$ cat config.mk
export PLATFORM = sky130hd
export DESIGN_NAME = err_tlm_framer
export DESIGN_NICKNAME = d
export VERILOG_FILES = /design/src/rtl/err_tlm_framer.sv
export SDC_FILE = /design/constraint.sdc
export NUM_CORES = 1
export LEC_CHECK = 0
export ABC_CLOCK_PERIOD_IN_PS = 3500
export CORE_UTILIZATION = 49
export CTS_BUF_LIST = sky130_fd_sc_hd__clkbuf_8
export DETAILED_ROUTE_END_ITERATION = 12
export GPL_TIMING_DRIVEN = 1
export PLACE_DENSITY = 0.78
export SLEW_MARGIN = 20
export SYNTH_ARGS = -nofsm -noshare
export SYNTH_HDL_FRONTEND = slang
export SYNTH_SLANG_ARGS = --single-unit
export TNS_END_PERCENT = 100
$ cat constraint.sdc
create_clock -name clk -period 3.5 [get_ports clk]
set_clock_uncertainty 0.2 [all_clocks]
set_input_delay 0.35 -clock clk [delete_from_list [all_inputs] [get_ports clk]]
set_output_delay 0.35 -clock clk [all_outputs]
set_load 0.005 [all_outputs]
$ cat src/rtl/err_tlm_framer.sv
// Snapshots the error counter bank and streams it as a framed byte stream.
// Define ERR_TLM_CRC8_EN to replace the additive checksum with CRC-8 (0x07).
module err_tlm_framer #(
    parameter int          N_CNT = 11,
    parameter logic [7:0]  HDR0  = 8'hEB,
    parameter logic [7:0]  HDR1  = 8'h90
) (
    input  logic                 clk,
    input  logic                 rst_n,
    input  logic                 req,
    input  logic [8*N_CNT-1:0]   sums_in,
    input  logic                 tx_ready,
    output logic [7:0]           tx_data,
    output logic                 tx_valid,
    output logic                 busy,
    output logic                 frame_done,
    output logic [7:0]           drop_cnt
);

    localparam int IW = (N_CNT > 1) ? $clog2(N_CNT) : 1;
    localparam logic [IW-1:0] LAST = IW'(N_CNT - 1);

    typedef enum logic [2:0] {
        S_IDLE, S_HDR0, S_HDR1, S_SEQ, S_DATA, S_CHK
    } state_t;

    state_t                     state_q, state_d;
    logic [N_CNT-1:0][7:0]      snap_q;
    logic [IW-1:0]              idx_q;
    logic [7:0]                 seq_q;
    logic [7:0]                 chk_q;
    logic                       pending_q;
    logic [7:0]                 drop_q;
    logic                       done_q;
    logic                       start;

    function automatic logic [7:0] chk_step(input logic [7:0] c,
                                            input logic [7:0] b);
`ifdef ERR_TLM_CRC8_EN
        logic [7:0] r;
        r = c ^ b;
        for (int i = 0; i < 8; i++)
            r = r[7] ? ((r << 1) ^ 8'h07) : (r << 1);
        return r;
`else
        return c + b;
`endif
    endfunction

    assign start = (state_q == S_IDLE) && (req || pending_q);

    always_ff @(posedge clk or negedge rst_n) begin
        if (!rst_n) state_q <= S_IDLE;
        else        state_q <= state_d;
    end

    always_comb begin
        state_d = state_q;
        unique case (state_q)
            S_IDLE: if (req || pending_q) state_d = S_HDR0;
            S_HDR0: if (tx_ready) state_d = S_HDR1;
            S_HDR1: if (tx_ready) state_d = S_SEQ;
            S_SEQ:  if (tx_ready) state_d = S_DATA;
            S_DATA: if (tx_ready && idx_q == LAST) state_d = S_CHK;
            S_CHK:  if (tx_ready) state_d = S_IDLE;
            default: state_d = S_IDLE;
        endcase
    end

    always_comb begin
        tx_valid = (state_q != S_IDLE);
        busy     = (state_q != S_IDLE);
        tx_data  = 8'h00;
        unique case (state_q)
            S_HDR0:  tx_data = HDR0;
            S_HDR1:  tx_data = HDR1;
            S_SEQ:   tx_data = seq_q;
            S_DATA:  tx_data = snap_q[idx_q];
            S_CHK:   tx_data = chk_q;
            default: tx_data = 8'h00;
        endcase
    end

    assign frame_done = done_q;
    assign drop_cnt   = drop_q;

    always_ff @(posedge clk or negedge rst_n) begin
        if (!rst_n) begin
            snap_q    <= '0;
            idx_q     <= '0;
            seq_q     <= '0;
            chk_q     <= '0;
            pending_q <= 1'b0;
            drop_q    <= '0;
            done_q    <= 1'b0;
        end else begin
            done_q <= (state_q == S_CHK) && tx_ready;
            if (start) begin
                snap_q <= sums_in;
                idx_q  <= '0;
                chk_q  <= '0;
            end
            if (state_q == S_SEQ && tx_ready)
                chk_q <= chk_step(chk_q, seq_q);
            if (state_q == S_DATA && tx_ready) begin
                chk_q <= chk_step(chk_q, snap_q[idx_q]);
                idx_q <= idx_q + 1'b1;
            end
            if (state_q == S_CHK && tx_ready)
                seq_q <= seq_q + 8'd1;
            // A request arriving with a pending one already served keeps pending set
            if (state_q == S_IDLE) begin
                if (req || pending_q)
                    pending_q <= req && pending_q;
            end else if (req) begin
                if (!pending_q)
                    pending_q <= 1'b1;
                else if (drop_q != 8'hFF)
                    drop_q <= drop_q + 8'd1;
            end
        end
    end

endmodule

==> results of run 1 <==
-- through the flow --
stage,total power (uW),instances,util (%),instance area (um2)
finish,6990,791,65.6,7950
global route,7450,791,65.6,7950
CTS,6850,785,64.8,7850
detailed placement,5650,753,61.6,7460
global placement,5530,753,61.6,7460
floorplan,4660,486,-,6150
-- path summary, 6_finish.rpt --
| kind | from | slack [ns] | endpoint |
|---|---|---|---|
| worst max-delay path | idx_q[0] | 0.18 | tx_data[5] |
| worst min-delay path | drop_cnt[6] | 0.30 | drop_cnt[6] |
| worst max register to register | idx_q[0] | 0.24 | chk_q[7] |
| worst min register to register | drop_cnt[6] | 0.30 | drop_cnt[6] |
| max in group asynchronous | rst_n | 1.88 | snap_q[23] |
| min in group asynchronous | rst_n | 0.36 | frame_done |
-- routing by layer --
| layer | vias to the layer above | part of all wire, % | global-route usage [%] |
|---|---|---|---|
| li1 | 2023 | - | - |
| met1 | 2212 | 43 | 31.6 |
| met2 | 177 | 48 | 37.6 |
| met3 | 22 | 6.6 | 6.19 |
| met4 | 0 | 1.8 | 7.88 |
| met5 | - | 0 | 0 |
-- layout by cell type (no fill, tap or decap), types with 12 or more instances in the layout --
cell,instances
sky130_fd_sc_hd__nor2_1,23
sky130_fd_sc_hd__mux4_2,15
sky130_fd_sc_hd__xnor2_1,18
sky130_fd_sc_hd__mux2_2,89
sky130_fd_sc_hd__clkbuf_8,20
sky130_fd_sc_hd__clkdlybuf4s50_1,109
sky130_fd_sc_hd__a21oi_1,16
sky130_fd_sc_hd__dfrtp_1,120
sky130_fd_sc_hd__mux2i_1,19
sky130_fd_sc_hd__buf_4,18
sky130_fd_sc_hd__ha_1,17
sky130_fd_sc_hd__o21ai_0,16
sky130_fd_sc_hd__nand2_1,19
sky130_fd_sc_hd__o22ai_1,12
sky130_fd_sc_hd__inv_1,13
-- flip-flops by register name, indices dropped and copies added (netlist names) --
register and flops:
chk_q 8, state_q 3, pending_q 1, drop_cnt 8
snap_q 88, seq_q 8, frame_done 1, idx_q 4
-- area by class of cell --
| class | count | area, um2 |
|---|---|---|
| Clock buffer | 20 | 275 |
| Clock inverter | 11 | 98.8 |
| Fill cell | 938 | 4170 |
| Inverter | 12 | 45.0 |
| Multi-Input combinational cell | 327 | 2980 |
| Sequential cell | 121 | 3030 |
| Tap cell | 168 | 210 |
| Timing Repair Buffer | 132 | 1310 |
-- power breakdown --
part	total [uW]	leakage, uW	internal [uW]	switching [uW]
Sequential	2570	0.00147	2050	522
Combinational	3240	0.00163	1900	1350
Clock	1180	0.000192	611	566
Total	6990	0.00329	4560	2430
-- cells by family after synthesis --
| family | after synthesis |
|---|---|
| AOI/OAI and AO/OA | 73 |
| xor gates and xnor gates | 27 |
| adders and majority gates | 21 |
| buffers and inverters | 38 |
| DFF | 121 |
| muxes | 125 |
| and+or+nand+nor | 81 |
-- timing repair --
action / 4_1_cts / 5_1_grt
resized for setup: 0 / 10
hold endpoints to repair: 66 / 0
buffers inserted: 0 / 6
hold buffers: 1 / 0
setup endpoints to repair: 0 / 2
==> metrics.txt, run 1 <==
# TYPE chip_impl_metric gauge
chip_impl_info{name="setup.worst_path.start_class",value="flip-flop"} 1
chip_impl_metric{name="grt_max_degree",unit=""} 76
chip_impl_info{name="yosys-top-cells-count",value="121 x sky130_fd_sc_hd__dfrtp_1, 89 x sky130_fd_sc_hd__mux2_2, 23 x sky130_fd_sc_hd__nor2_1"} 1
chip_impl_metric{name="drt_initial_violations",unit=""} 410
chip_impl_info{name="grt_setup_unrepaired",value="no"} 1
chip_impl_info{name="tritoncts_clock_tree",value="built"} 1
chip_impl_metric{name="finalSetupViolations",unit=""} 0
chip_impl_metric{name="max_clock_freq",unit="MHz"} 301
chip_impl_metric{name="globalRouteOverflowTotal",unit=""} 0
chip_impl_metric{name="power_leakage",unit="uW"} 0.00329
chip_impl_metric{name="hpwlAfterDp",unit="mm"} 10.5
chip_impl_metric{name="detail_route.vias_per_cell",unit=""} 5.61
chip_impl_metric{name="layout.nets",unit=""} 723
chip_impl_metric{name="portion_of_the_post_synthesis_area_used_by_sequential_elements",unit="%"} 49.2
chip_impl_metric{name="max_slew_margin",unit="%"} 40.9
chip_impl_metric{name="synth.mux.area_fraction",unit="%"} 25.5
chip_impl_metric{name="detail_route.drc_violations",unit=""} 0
chip_impl_metric{name="groute.usage.overall",unit="%"} 23.6
chip_impl_metric{name="port_buffers",unit=""} 110
chip_impl_metric{name="final_number_of_hold_violating_endpoints",unit=""} 0
chip_impl_metric{name="post_synth_fa_ha_maj_area_fraction",unit="%"} 4.47
chip_impl_metric{name="preCtsSetupSlack",unit="ns"} 0.152
chip_impl_info{name="cp_slowest_cell",value="sky130_fd_sc_hd__mux4_2"} 1
chip_impl_metric{name="worstPathRequired",unit="ns"} 2.95
chip_impl_info{name="largest_family_of_logic_cells_by_synthesized_area",value="multiplexers"} 1
chip_impl_metric{name="critPathBufInv",unit=""} 3
chip_impl_metric{name="num_vias",unit=""} 4434
chip_impl_metric{name="critical_path_depth",unit=""} 7
chip_impl_metric{name="num_io_pins",unit=""} 111
chip_impl_metric{name="power_density",unit="nW/um2"} 880
chip_impl_metric{name="critical_path.max_fanout",unit=""} 6
chip_impl_metric{name="postSynthCellCount",unit=""} 486
chip_impl_metric{name="route.antenna.remaining_nets",unit=""} 0
chip_impl_metric{name="yosys_register_bits",unit=""} 121
chip_impl_metric{name="numClockSinks",unit=""} 121
chip_impl_metric{name="synth-edff-count",unit=""} 0
chip_impl_info{name="crit_path_end_kind",value="output port"} 1
chip_impl_info{name="crit_family",value="buffers and inverters"} 1
chip_impl_metric{name="worst_path_largest_cell_delay",unit="ns"} 0.53
chip_impl_info{name="timing.critical_path.cells",value="buf_6 > buf_4 > mux4_2 > mux2i_1 > o22ai_1 > a22o_1 > clkdlybuf4s50_1"} 1
chip_impl_metric{name="vias_in_the_first_global_route",unit=""} 4532
chip_impl_metric{name="worstMarginPinSlew",unit="ns"} 0.887
chip_impl_metric{name="cts_buffer_depth",unit=""} 2
chip_impl_metric{name="routed_wirelength",unit="mm"} 14.1
chip_impl_metric{name="grt_pass1_wl",unit="mm"} 23.2
chip_impl_metric{name="die_width",unit="um"} 114
chip_impl_metric{name="yosys_warnings",unit=""} 0
chip_impl_metric{name="synth_compound_area_share",unit="%"} 7.60
chip_impl_info{name="yosys.area.top_type",value="sky130_fd_sc_hd__dfrtp_1"} 1
chip_impl_metric{name="synth_xor_area_share",unit="%"} 3.84
chip_impl_metric{name="antenna_cells",unit=""} 0
chip_impl_metric{name="cap_violations",unit=""} 0
chip_impl_metric{name="antenna_found_initial",unit=""} 0
chip_impl_metric{name="wl_per_cell",unit="um"} 17.8
chip_impl_metric{name="postSynthNetCount",unit=""} 598
chip_impl_metric{name="worstHoldPathCells",unit=""} 1
chip_impl_metric{name="layout_setup_ws",unit="ns"} 0.179
chip_impl_info{name="synthFlopType",value="sky130_fd_sc_hd__dfrtp_1"} 1
chip_impl_info{name="hold_path.class",value="reg -> reg"} 1
chip_impl_metric{name="die_height",unit="um"} 114
chip_impl_metric{name="coreArea",unit="um2"} 12100
chip_impl_metric{name="holdWs",unit="ns"} 0.303
chip_impl_metric{name="final.setup.tns",unit="ns"} 0
chip_impl_metric{name="async_reset_ff_share",unit="%"} 100
chip_impl_metric{name="final_min_period_over_clock_period",unit="%"} 94.9
chip_impl_info{name="top_cells_by_area_in_the_synthesized_netlist",value="sky130_fd_sc_hd__dfrtp_1 49%, sky130_fd_sc_hd__mux2_2 16%, sky130_fd_sc_hd__mux4_2 5.5%"} 1
chip_impl_info{name="run_status",value="completed"} 1
chip_impl_metric{name="critPathArrivalTime",unit="ns"} 2.77
chip_impl_metric{name="layout-drive-gt1-share",unit="%"} 26.5
chip_impl_metric{name="postSynthAreaPerCell",unit="um2"} 12.7
chip_impl_metric{name="areaGrowthSynthToFinish",unit="%"} 29.1
chip_impl_metric{name="drt_pre_antenna_iters",unit=""} 8
chip_impl_metric{name="post-synth-top-area-fraction",unit="%"} 49.2
chip_impl_metric{name="place_congestion",unit=""} 0.998
chip_impl_metric{name="cts_buffers",unit=""} 17
chip_impl_metric{name="r2r.worst_path.cells",unit=""} 12
chip_impl_metric{name="row_count",unit=""} 40
chip_impl_metric{name="clk-insertion-delay-late",unit="ns"} 0.45
chip_impl_metric{name="synth_simple_gate_area_share",unit="%"} 6.46
chip_impl_metric{name="post_synth_num_cell_types",unit=""} 49
chip_impl_metric{name="mappedNetlistArea",unit="um2"} 6150
chip_impl_info{name="root_buffer",value="sky130_fd_sc_hd__clkbuf_8"} 1
chip_impl_info{name="post-synth-top-count-cell",value="sky130_fd_sc_hd__dfrtp_1"} 1
chip_impl_metric{name="period_needed",unit="ns"} 3.32
chip_impl_metric{name="cts_htree_levels",unit=""} 4
chip_impl_info{name="criticalPathCategory",value="reg -> out"} 1
chip_impl_metric{name="initial_core_util",unit="%"} 50.8
chip_impl_metric{name="peakVddDrop",unit="mV"} 0.442
chip_impl_metric{name="clk_pin_slew_worst_paths",unit="ns"} 0.07
chip_impl_metric{name="floorplan.die_area",unit="um2"} 13000
chip_impl_metric{name="max_slew_violation_total_from_the_final_report",unit=""} 0
No activity file was read; power rests on OpenSTA's default activity.
==> run 2, diff against run 1 <==
ABC_CLOCK_PERIOD_IN_PS = not set   (was 3500)
CTS_CLUSTER_DIAMETER = 100   (was not set)
==> results of run 2 <==
Same layout as run 1: the final DEF is identical, and so are final timing and power.
==> run 3, diff against run 2 <==
CORE_UTILIZATION = 55   (was 49)
DONT_BUFFER_PORTS = 1   (was not set)
PLACE_DENSITY = 0.7   (was 0.78)
SETUP_SLACK_MARGIN = 0.5   (was not set)
clock period = 4 ns   (was 3.5 ns; I/O delays follow)
==> run 3 against run 2 <==
Net effect: total power fell by 13%; clock-buffer cell count fell by 2; critical path type is now reg -> reg; final cell count fell by 7.3%; highest routed layer unchanged; combinational power fell by 20%; cell area fell by 3.1%; global-route usage rose by 3.7 points; clock power barely moved; register-to-register slack improved by 0.38 ns; wire length rose by 4.9%.
==> metrics.txt, run 3 (synthesized netlist as in run 1, its figures left out) <==
# TYPE chip_impl_metric gauge
chip_impl_metric{name="clk_pin_slew_worst_paths",unit="ns"} 0.07
chip_impl_metric{name="multi_input_area",unit="um2"} 2970
chip_impl_metric{name="final.fill_count",unit=""} 732
chip_impl_metric{name="routed_wirelength",unit="mm"} 14.8
chip_impl_metric{name="largest_reg_flops",unit=""} 88
chip_impl_metric{name="sw_frac_of_total",unit="%"} 35.5
chip_impl_metric{name="power.clock.fraction",unit="%"} 19.9
chip_impl_metric{name="coreArea",unit="um2"} 10900
chip_impl_metric{name="cap_violations",unit=""} 0
chip_impl_metric{name="num_vias",unit=""} 4273
chip_impl_metric{name="layout.nets",unit=""} 692
chip_impl_info{name="criticalPathCategory",value="reg -> reg"} 1
chip_impl_metric{name="final_number_of_hold_violating_endpoints",unit=""} 0
chip_impl_info{name="hold_path.class",value="in -> reg"} 1
chip_impl_metric{name="drt_pre_antenna_iters",unit=""} 7
chip_impl_metric{name="numClockSinks",unit=""} 121
chip_impl_metric{name="drt_initial_violations",unit=""} 356
chip_impl_info{name="regMostFlops",value="snap_q"} 1
chip_impl_metric{name="critical_path.max_fanout",unit=""} 13
chip_impl_info{name="setup.worst_path.start_class",value="flip-flop"} 1
chip_impl_metric{name="critPathArrivalTime",unit="ns"} 3.50
chip_impl_metric{name="num_io_pins",unit=""} 111
chip_impl_metric{name="peakVddDrop",unit="mV"} 0.442
chip_impl_metric{name="grt_pass1_wl",unit="mm"} 23.8
chip_impl_metric{name="switchingPower",unit="uW"} 2150
chip_impl_metric{name="grt_max_degree",unit=""} 122
chip_impl_metric{name="worstPathRequired",unit="ns"} 4.12
chip_impl_metric{name="antenna_cells",unit=""} 0
chip_impl_info{name="destination_of_the_worst_register_to_register_timing_path",value="chk_q[7]"} 1
chip_impl_info{name="crit_path_end_kind",value="flip-flop"} 1
chip_impl_info{name="root_buffer",value="sky130_fd_sc_hd__clkbuf_8"} 1
chip_impl_metric{name="final_min_period_over_clock_period",unit="%"} 84.6
chip_impl_metric{name="areaGrowthSynthToFinish",unit="%"} 25.1
chip_impl_metric{name="finalSetupViolations",unit=""} 0
chip_impl_metric{name="hpwlAfterDp",unit="mm"} 9.40
chip_impl_info{name="grt_setup_unrepaired",value="yes"} 1
chip_impl_metric{name="antenna_found_initial",unit=""} 0
chip_impl_metric{name="cts_buffer_depth",unit=""} 2
chip_impl_info{name="cp_slowest_cell",value="sky130_fd_sc_hd__mux4_2"} 1
chip_impl_metric{name="vias_in_the_first_global_route",unit=""} 4610
chip_impl_info{name="timing.critical_path.cells",value="buf_12 > mux4_2 > mux2i_2 > o22ai_2 > ha_1 > nand3_1 > o211ai_1 > nor4_2 > nor3_2 > xor2_1 > o21bai_1 > a211o_1"} 1
chip_impl_metric{name="cts_htree_levels",unit=""} 4
chip_impl_metric{name="floorplan.die_area",unit="um2"} 11600
chip_impl_info{name="final_cell_mix",value="120 x sky130_fd_sc_hd__dfrtp_1, 90 x sky130_fd_sc_hd__dlygate4sd3_1, 89 x sky130_fd_sc_hd__mux2_2"} 1
chip_impl_metric{name="detail_route.drc_violations",unit=""} 0
chip_impl_metric{name="groute.usage.overall",unit="%"} 27.3
chip_impl_metric{name="r2r.worst_path.cells",unit=""} 12
chip_impl_metric{name="port_buffers",unit=""} 0
chip_impl_info{name="run_status",value="completed"} 1
chip_impl_metric{name="regToRegSetupSlack",unit="ns"} 0.62
chip_impl_metric{name="max_clock_freq",unit="MHz"} 296
chip_impl_metric{name="power.total",unit="uW"} 6070
chip_impl_metric{name="cts_buffers",unit=""} 17
chip_impl_metric{name="worstMarginPinSlew",unit="ns"} 0.900
chip_impl_info{name="worstHoldStart",value="req"} 1
chip_impl_metric{name="route.antenna.remaining_nets",unit=""} 0
chip_impl_metric{name="globalRouteOverflowTotal",unit=""} 0
chip_impl_metric{name="max_slew_margin",unit="%"} 39.5
chip_impl_metric{name="intPower",unit="uW"} 3910
chip_impl_metric{name="place_congestion",unit=""} 0.879
chip_impl_metric{name="sequential_power_share",unit="%"} 37.3
chip_impl_metric{name="clk-insertion-delay-late",unit="ns"} 0.43
chip_impl_metric{name="row_count",unit=""} 38
chip_impl_metric{name="combinationalPowerShare",unit="%"} 42.8
chip_impl_metric{name="register_area",unit="um2"} 3030
chip_impl_metric{name="period_needed",unit="ns"} 3.38
chip_impl_info{name="holdPathEnd",value="drop_cnt[1]"} 1
chip_impl_metric{name="worst_path_largest_cell_delay",unit="ns"} 0.53
chip_impl_metric{name="worstHoldPathCells",unit=""} 3
chip_impl_metric{name="die_height",unit="um"} 108
chip_impl_info{name="final_common_cell",value="sky130_fd_sc_hd__dfrtp_1"} 1
chip_impl_metric{name="max_slew_violation_total_from_the_final_report",unit=""} 0
chip_impl_metric{name="die_width",unit="um"} 108
chip_impl_metric{name="initial_core_util",unit="%"} 56.5
chip_impl_metric{name="power_leakage",unit="uW"} 0.00324
chip_impl_metric{name="final.setup.tns",unit="ns"} 0
chip_impl_metric{name="power_density",unit="nW/um2"} 788
chip_impl_metric{name="detail_route.vias_per_cell",unit=""} 5.83
chip_impl_info{name="tritoncts_clock_tree",value="built"} 1
chip_impl_info{name="rr_startpoint",value="idx_q[0]"} 1
chip_impl_metric{name="layout-drive-gt1-share",unit="%"} 26.0
chip_impl_metric{name="wl_per_cell",unit="um"} 20.2
-- run 3: changes by cell type in the layout (fill, tap and decap cells not counted), moves of 2 or more --
cell	change
sky130_fd_sc_hd__dlygate4sd3_1	+89
sky130_fd_sc_hd__o22ai_1	+2
sky130_fd_sc_hd__inv_1	+2
sky130_fd_sc_hd__clkdlybuf4s50_1	-109
sky130_fd_sc_hd__bufinv_16	+3
sky130_fd_sc_hd__o22ai_2	-2
sky130_fd_sc_hd__clkinv_4	-2
sky130_fd_sc_hd__clkbuf_8	-2
sky130_fd_sc_hd__buf_4	-12
-- run 3: per-layer routing --
metal | up-vias | wire (um) | global-route usage [%] | part of all wire, %
li1 | 1964 | - | - | -
met1 | 2150 | 6010 | 34.0 | 41
met2 | 137 | 7760 | 47.0 | 53
met3 | 22 | 779 | 6.96 | 5.3
met4 | 0 | 219 | 7.83 | 1.5
met5 | - | 0 | 0 | 0
-- run 3: worst max path at each step --
stage / from / end / depth (start not counted)
2_1_floorplan: idx_q[0] / chk_q[7] / 13
5_1_grt: idx_q[0] / chk_q[7] / 12
3_5_place_dp: idx_q[0] / chk_q[7] / 12
3_3_place_gp: idx_q[0] / chk_q[7] / 12
4_1_cts: idx_q[0] / chk_q[7] / 12
6_report: idx_q[0] / chk_q[7] / 12
-- run 3: worst max-delay path: cells and delay by family (launching register included) --
family / cells / cell delay, ns
simple gates: 3 / 0.37
buf+inv: 1 / 0.17
mux: 2 / 0.75
fa+ha+maj: 1 / 0.37
flops: 1 / 0.40
xor+xnor: 1 / 0.19
compound gates: 4 / 0.82
-- run 3: what timing repair did --
item | 4_1_cts | 5_1_grt
cloned | 0 | 1
buffers inserted | 0 | 2
hold buffers | 91 | 0
setup endpoints to repair | 2 | 2
pin swaps | 0 | 2
gates resized for setup | 2 | 9
hold endpoints to repair | 211 | 0
-- run 3: cell type report --
cell class | count | area share [%]
sequential | 121 | 39.3
multi-input combinational | 327 | 38.6
timing repair buffer | 101 | 13.6
clock buffer | 18 | 3.22
clock inverter | 14 | 2.34
tap | 140 | 2.27
inverter | 12 | 0.585
-- run 3: power by group through the flow --
stage / sequential [uW] / combinational (uW) / clock [uW]
after floorplan: 2050 / 2030 / 0
after detailed placement: 2250 / 2360 / 0
after global placement: 2210 / 2290 / 0
after CTS: 2230 / 2480 / 1220
final: 2260 / 2600 / 1210
after global routing: 2340 / 2820 / 1270
-- run 3: stage by stage --
stage | instance area (um2) | cells | hold slack (ns) | util [%] | worst slack [ns]
after floorplan | 6150 | 486 | -0.0956 | - | 0.705
after global placement | 6260 | 607 | -0.0917 | 57.5 | 0.531
after detailed placement | 6260 | 607 | -0.0915 | 57.5 | 0.423
after CTS | 7620 | 730 | 0.0581 | 70.0 | 0.523
after global routing | 7700 | 733 | 0.0915 | 70.7 | 0.406
final | 7700 | 733 | 0.0714 | 70.7 | 0.616
